File: config.mk
export PLATFORM = sky130hd
export DESIGN_NAME = unified_mem_arbiter
export DESIGN_NICKNAME = d
export VERILOG_FILES = /design/src/rtl/unified_mem_arbiter.sv
export SDC_FILE = /design/constraint.sdc
export NUM_CORES = 1
export LEC_CHECK = 0
export ABC_CLOCK_PERIOD_IN_PS = 1700
export BUFFER_PORTS_ARGS = -buffer_cell sky130_fd_sc_hd__buf_2
export CORE_MARGIN = 3
export CORE_UTILIZATION = 30
export CTS_CLUSTER_DIAMETER = 100
export CTS_CLUSTER_SIZE = 14
export DETAILED_ROUTE_END_ITERATION = 6
export GPL_TIMING_DRIVEN = 0
export PLACE_DENSITY = 0.66
export SLEW_MARGIN = 20
export SYNTH_ARGS = -nofsm -noshare
export SYNTH_HDL_FRONTEND = slang
export SYNTH_SLANG_ARGS = --single-unit
File: constraint.sdc
create_clock -name clk_i -period 1.7 [get_ports clk_i]
set_clock_uncertainty 0.1 [all_clocks]
set_input_delay 0.34 -clock clk_i [delete_from_list [all_inputs] [get_ports clk_i]]
set_output_delay 0.34 -clock clk_i [all_outputs]
set_load 0.005 [all_outputs]
File: src/rtl/unified_mem_arbiter.sv
// Arbiter sharing one single-port unified RAM between instruction fetch and load/store.
// Each access is IDLE grant -> MEM_LAT busy cycles -> one DONE cycle with a ready pulse.
module unified_mem_arbiter #(
  parameter int MEM_LAT = 2,
  parameter int ADDR_W  = 32,
  parameter int DATA_W  = 32
) (
  input  logic              clk_i,
  input  logic              rst_i,
  input  logic              if_req_i,
  input  logic [ADDR_W-1:0] if_addr_i,
  input  logic              if_flush_i,
  output logic [DATA_W-1:0] if_rdata_o,
  output logic              if_ready_o,
  input  logic              mem_rd_i,
  input  logic              mem_wr_i,
  input  logic [ADDR_W-1:0] mem_addr_i,
  input  logic [DATA_W-1:0] mem_wdata_i,
  output logic [DATA_W-1:0] mem_rdata_o,
  output logic              mem_ready_o,
  output logic              ram_en_o,
  output logic              ram_we_o,
  output logic [ADDR_W-1:0] ram_addr_o,
  output logic [DATA_W-1:0] ram_wdata_o,
  input  logic [DATA_W-1:0] ram_rdata_i,
  output logic              if_stall_o,
  output logic              pipe_stall_o
);

  typedef enum logic [1:0] {IDLE, IF_BUSY, MEM_BUSY, DONE} state_e;

  localparam logic [3:0] CNT_INIT = 4'(MEM_LAT - 1);

  state_e            state_q;
  logic [3:0]        cnt_q;
  logic              stale_q;
  logic              is_mem_q;
  logic              we_q;
  logic [ADDR_W-1:0] addr_q;
  logic [DATA_W-1:0] wdata_q;
  logic [DATA_W-1:0] if_rdata_q;
  logic [DATA_W-1:0] mem_rdata_q;
  logic              if_ready_q;
  logic              mem_ready_q;
  logic              ram_en_q;
  logic              ram_we_q;

  always_ff @(posedge clk_i) begin
    if (rst_i) begin
      state_q     <= IDLE;
      cnt_q       <= '0;
      stale_q     <= 1'b0;
      is_mem_q    <= 1'b0;
      we_q        <= 1'b0;
      addr_q      <= '0;
      wdata_q     <= '0;
      if_rdata_q  <= '0;
      mem_rdata_q <= '0;
      if_ready_q  <= 1'b0;
      mem_ready_q <= 1'b0;
      ram_en_q    <= 1'b0;
      ram_we_q    <= 1'b0;
    end else begin
      if_ready_q  <= 1'b0;
      mem_ready_q <= 1'b0;
      case (state_q)
        IDLE: begin
          // Data side is the older instruction, so it wins a tie; rd+wr counts as a write.
          if (mem_rd_i || mem_wr_i) begin
            state_q  <= MEM_BUSY;
            is_mem_q <= 1'b1;
            we_q     <= mem_wr_i;
            addr_q   <= mem_addr_i;
            wdata_q  <= mem_wdata_i;
            cnt_q    <= CNT_INIT;
            stale_q  <= 1'b0;
            ram_en_q <= 1'b1;
            ram_we_q <= mem_wr_i;
          end else if (if_req_i) begin
            state_q  <= IF_BUSY;
            is_mem_q <= 1'b0;
            we_q     <= 1'b0;
            addr_q   <= if_addr_i;
            wdata_q  <= mem_wdata_i;
            cnt_q    <= CNT_INIT;
            stale_q  <= if_flush_i;
            ram_en_q <= 1'b1;
            ram_we_q <= 1'b0;
          end
        end
        IF_BUSY, MEM_BUSY: begin
          if (state_q == IF_BUSY && if_flush_i) stale_q <= 1'b1;
          if (cnt_q == 4'd0) begin
            state_q  <= DONE;
            ram_en_q <= 1'b0;
            ram_we_q <= 1'b0;
            if (is_mem_q) begin
              mem_rdata_q <= ram_rdata_i;
              mem_ready_q <= 1'b1;
            end else begin
              if_rdata_q <= ram_rdata_i;
              // A flush in the final busy cycle still makes this fetch stale.
              if_ready_q <= ~(stale_q | (state_q == IF_BUSY && if_flush_i));
            end
          end else begin
            cnt_q <= cnt_q - 4'd1;
          end
        end
        DONE:    state_q <= IDLE;
        default: state_q <= IDLE;
      endcase
    end
  end

  assign ram_en_o    = ram_en_q;
  assign ram_we_o    = ram_we_q;
  assign ram_addr_o  = addr_q;
  assign ram_wdata_o = wdata_q;
  assign if_rdata_o  = if_rdata_q;
  assign if_ready_o  = if_ready_q;
  assign mem_rdata_o = mem_rdata_q;
  assign mem_ready_o = mem_ready_q;

  assign pipe_stall_o = (mem_rd_i | mem_wr_i) & ~mem_ready_q;
  assign if_stall_o   = pipe_stall_o | (if_req_i & ~if_ready_q);

endmodule

==> flow_summary.yaml <==
drt:
  detail-route-antenna-nets: 0
  wl_met2_um: 9040
  dr.pass1.iters: 5
  wire_per_inst_um: 15.5
  wl_met1_um: 7410
  topRoutingLayerUsed: "met4"
  dr_wl_met3_um: 1610
  drt_iter0_drc: 150
  via_per_inst: 4.75
  routed_wirelength_um: 18400
  drc: 0
  vias: 5628
final_layout:
  nNetsFinal: 1080
  multi_input_area_um2: 2640
  mostFrequentLayoutCell: "buf_2"
  syn_to_final_growth_pct: 43.6
  final_layout_size_suffix_gt1_frac: 0.387
  regArea_um2: 2810
  fillers: 1802
  layout_common_cells: "272 x buf_2, 198 x nand2_1, 137 x dfxtp_1"
synth:
  synthCells: 642
  syn_area_um2: 5710
  async_flop_share: 0
  ys_seq_area_frac: 0.490
  synth_cell_types: 40
  synth_flop_cell: "dfxtp_1"
  syn_nets: 781
  ys_seq_elements: 140
  syn_area_per_cell_um2: 8.90
  ys_warn_count: 0
  synth_edf_count: 0
floorplanning:
  fp-row-count: 49
  start_util: 0.312
  ios: 268
  die_h_um: 144
  placeableCoreArea_um2: 18300
  die_area_um2: 20700
  die_width_um: 144
timing:
  clock.fmax_mhz: 567
  relSlewSlack: 0.585
  slew_viol_final: 0
  grt_setup_unrepaired: "true"
  max_slew.worst_pin.slew_ns: 0.622
  fin_ws_ns: -0.0628
  hold_viol_final: 0
  finalSetupViolCount: 30
  fin_crit_ns: 1.76
  period_share: 1.04
run_status:
  status: "finished with violations"
  violations: "negative setup slack"
min_path:
  hold_depth: 3
  holdPathEnd: "ram_wdata_o[0]"
  min_path_type: "in2reg"
  hold_start: "mem_wdata_i[0]"
worst_setup_path:
  cp_data_arrival_time_ns: 2.00
  crit_type: "reg2reg"
  worst_path_max_delay_cell: "dfxtp_2"
  reg2regPathDepth: 7
  cp-end-kind: "flop"
  worstPathRequired_ns: 1.94
  crit_path_frequent_cell: "buf_12"
  critPathMaxStageDelay_ns: 0.32
  r2r_slack_ns: -0.06
  crit_chain: "inv_2 > ha_4 > and4bb_1 > nor2b_4 > buf_12 > buf_12 > mux2i_1"
  r2r_start: "state_q[1]"
  path_max_fanout: 8
  r2r_end: "if_rdata_o[12]"
  cp-start-kind: "flop"
power:
  powerDensity_nw_per_um2: 1740
  power_w: 0.0142
  peakVddDrop_mv: 0.767
  power.leakage_nw: 3.95
clock_tree:
  cts_hold_buf: 0
  cts.path.max_buffers: 2
  path_clk_slew_ns: 0.06
  cts_tree: "built"
  cts_htree_levels: 4
  clk_latency_ns: 0.41
  cts_made_buffers: 17
  cts_sinks: 140
  ctsRootBufferMaster: "clkbuf_16"
grt:
  antenna_found_initial: 1
  grt_max_degree: 17
  grt_first_pass_wirelength_um: 27700
  track_usage: 0.169
  grt_pass1_vias: 5532
  overflow: 0
place:
  gp_congestion: 0.787
  dpl_worst_slack_ns: -0.368
  dpl.hpwl_um: 13500
  io_buffer_count: 267
run:
  max-cap-violations: 0
-- where the power goes --
part | switching, W | leakage, nW | total [W] | internal, W
Clock | 0.00160 | 0.277 | 0.00367 | 0.00207
Sequential | 0.000496 | 1.15 | 0.00475 | 0.00426
Combinational | 0.00292 | 2.53 | 0.00582 | 0.00290
Total | 0.00502 | 3.95 | 0.0142 | 0.00923
-- kinds of logic after synthesis --
family | after synthesis | share of synthesized area
AOI/OAI and AO/OA | 115 | 0.143
adders and majority gates | 5 | 0.0109
buffers and inverters | 61 | 0.0580
DFF | 140 | 0.490
muxes | 66 | 0.116
and+or+nand+nor | 255 | 0.182
-- flip-flops by register name, indices dropped and copies added, names as in the netlist --
signal and cells:
ram_wdata_o 32, mem_ready_o 1, cnt_q 4, mem_rdata_o 32
if_ready_o 1, ram_we_o 1, state_q 2, ram_en_o 1
ram_addr_o 32, stale_q 1, if_rdata_o 32, is_mem_q 1
-- Yosys cell counts, types with 2 or more instances --
cell type	n	area share
a311oi_2	8	0.021
buf_4	13	0.017
inv_1	8	0.0053
nand3_1	3	0.0026
mux2i_1	65	0.11
dfxtp_1	140	0.49
a311oi_1	24	0.037
o32ai_1	2	0.0031
nor3_1	2	0.0018
nor2b_1	4	0.0044
clkbuf_1	26	0.017
buf_6	6	0.012
a21oi_1	33	0.029
o21ai_0	36	0.032
a211oi_1	2	0.0026
nor2_1	37	0.024
nand2_1	199	0.13
or3_1	2	0.0022
ha_1	5	0.011
buf_2	7	0.0061
-- per-layer routing --
| metal | global-route usage | vias to the layer above |
|---|---|---|
| met1 | 0.190 | 2614 |
| li1 | - | 2789 |
| met3 | 0.0612 | 23 |
| met2 | 0.297 | 202 |
| met4 | 0.0590 | 0 |
| met5 | 0 | - |
-- per-stage QoR --
stage | utilization | instances | setup TNS, ns | hold WS [ns] | area, um^2
CTS | 0.441 | 1177 | -0.634 | 0.0357 | 8080
floorplan | - | 642 | 0 | 0.345 | 5730
finish | 0.448 | 1184 | -0.754 | 0.0590 | 8200
global placement | 0.401 | 1138 | -16.77 | 0.340 | 7350
global route | 0.448 | 1184 | -3.78 | 0.0451 | 8200
detailed placement | 0.401 | 1138 | -21.12 | 0.343 | 7350
-- worst max-delay path by stage --
stage	start	endpoint	cells after the start
final	state_q[1]	if_rdata_o[12]	7
after global routing	state_q[0]	if_rdata_o[5]	7
after CTS	state_q[0]	if_rdata_o[3]	7
after detailed placement	rst_i	cnt_q[0]	5
after global placement	rst_i	cnt_q[0]	5
after floorplan	state_q[0]	if_rdata_o[10]	7
-- layout make-up --
class                           count  area share
Antenna cell                        1    0.000305
Buffer                             52      0.0444
Clock buffer                       17      0.0519
Clock inverter                     15      0.0186
Inverter                            9     0.00412
Multi-Input combinational cell    441       0.322
Sequential cell                   140       0.342
Tap cell                          229      0.0349
Timing Repair Buffer              280       0.181
-- critical path: cells and delay by family (launching register included) --
kind / cells / cell delay (ns)
mux: 1 / 0.21
buf+inv: 3 / 0.35
flops: 1 / 0.32
simple gates: 2 / 0.43
fa+ha+maj: 1 / 0.26
-- timing repair --
item,in CTS,in global routing
cloned,1,2
setup endpoints to repair,67,84
gates resized for setup,24,12
buffers inserted,6,4
pin swaps,3,3
Power figures use the tool's default switching activity.
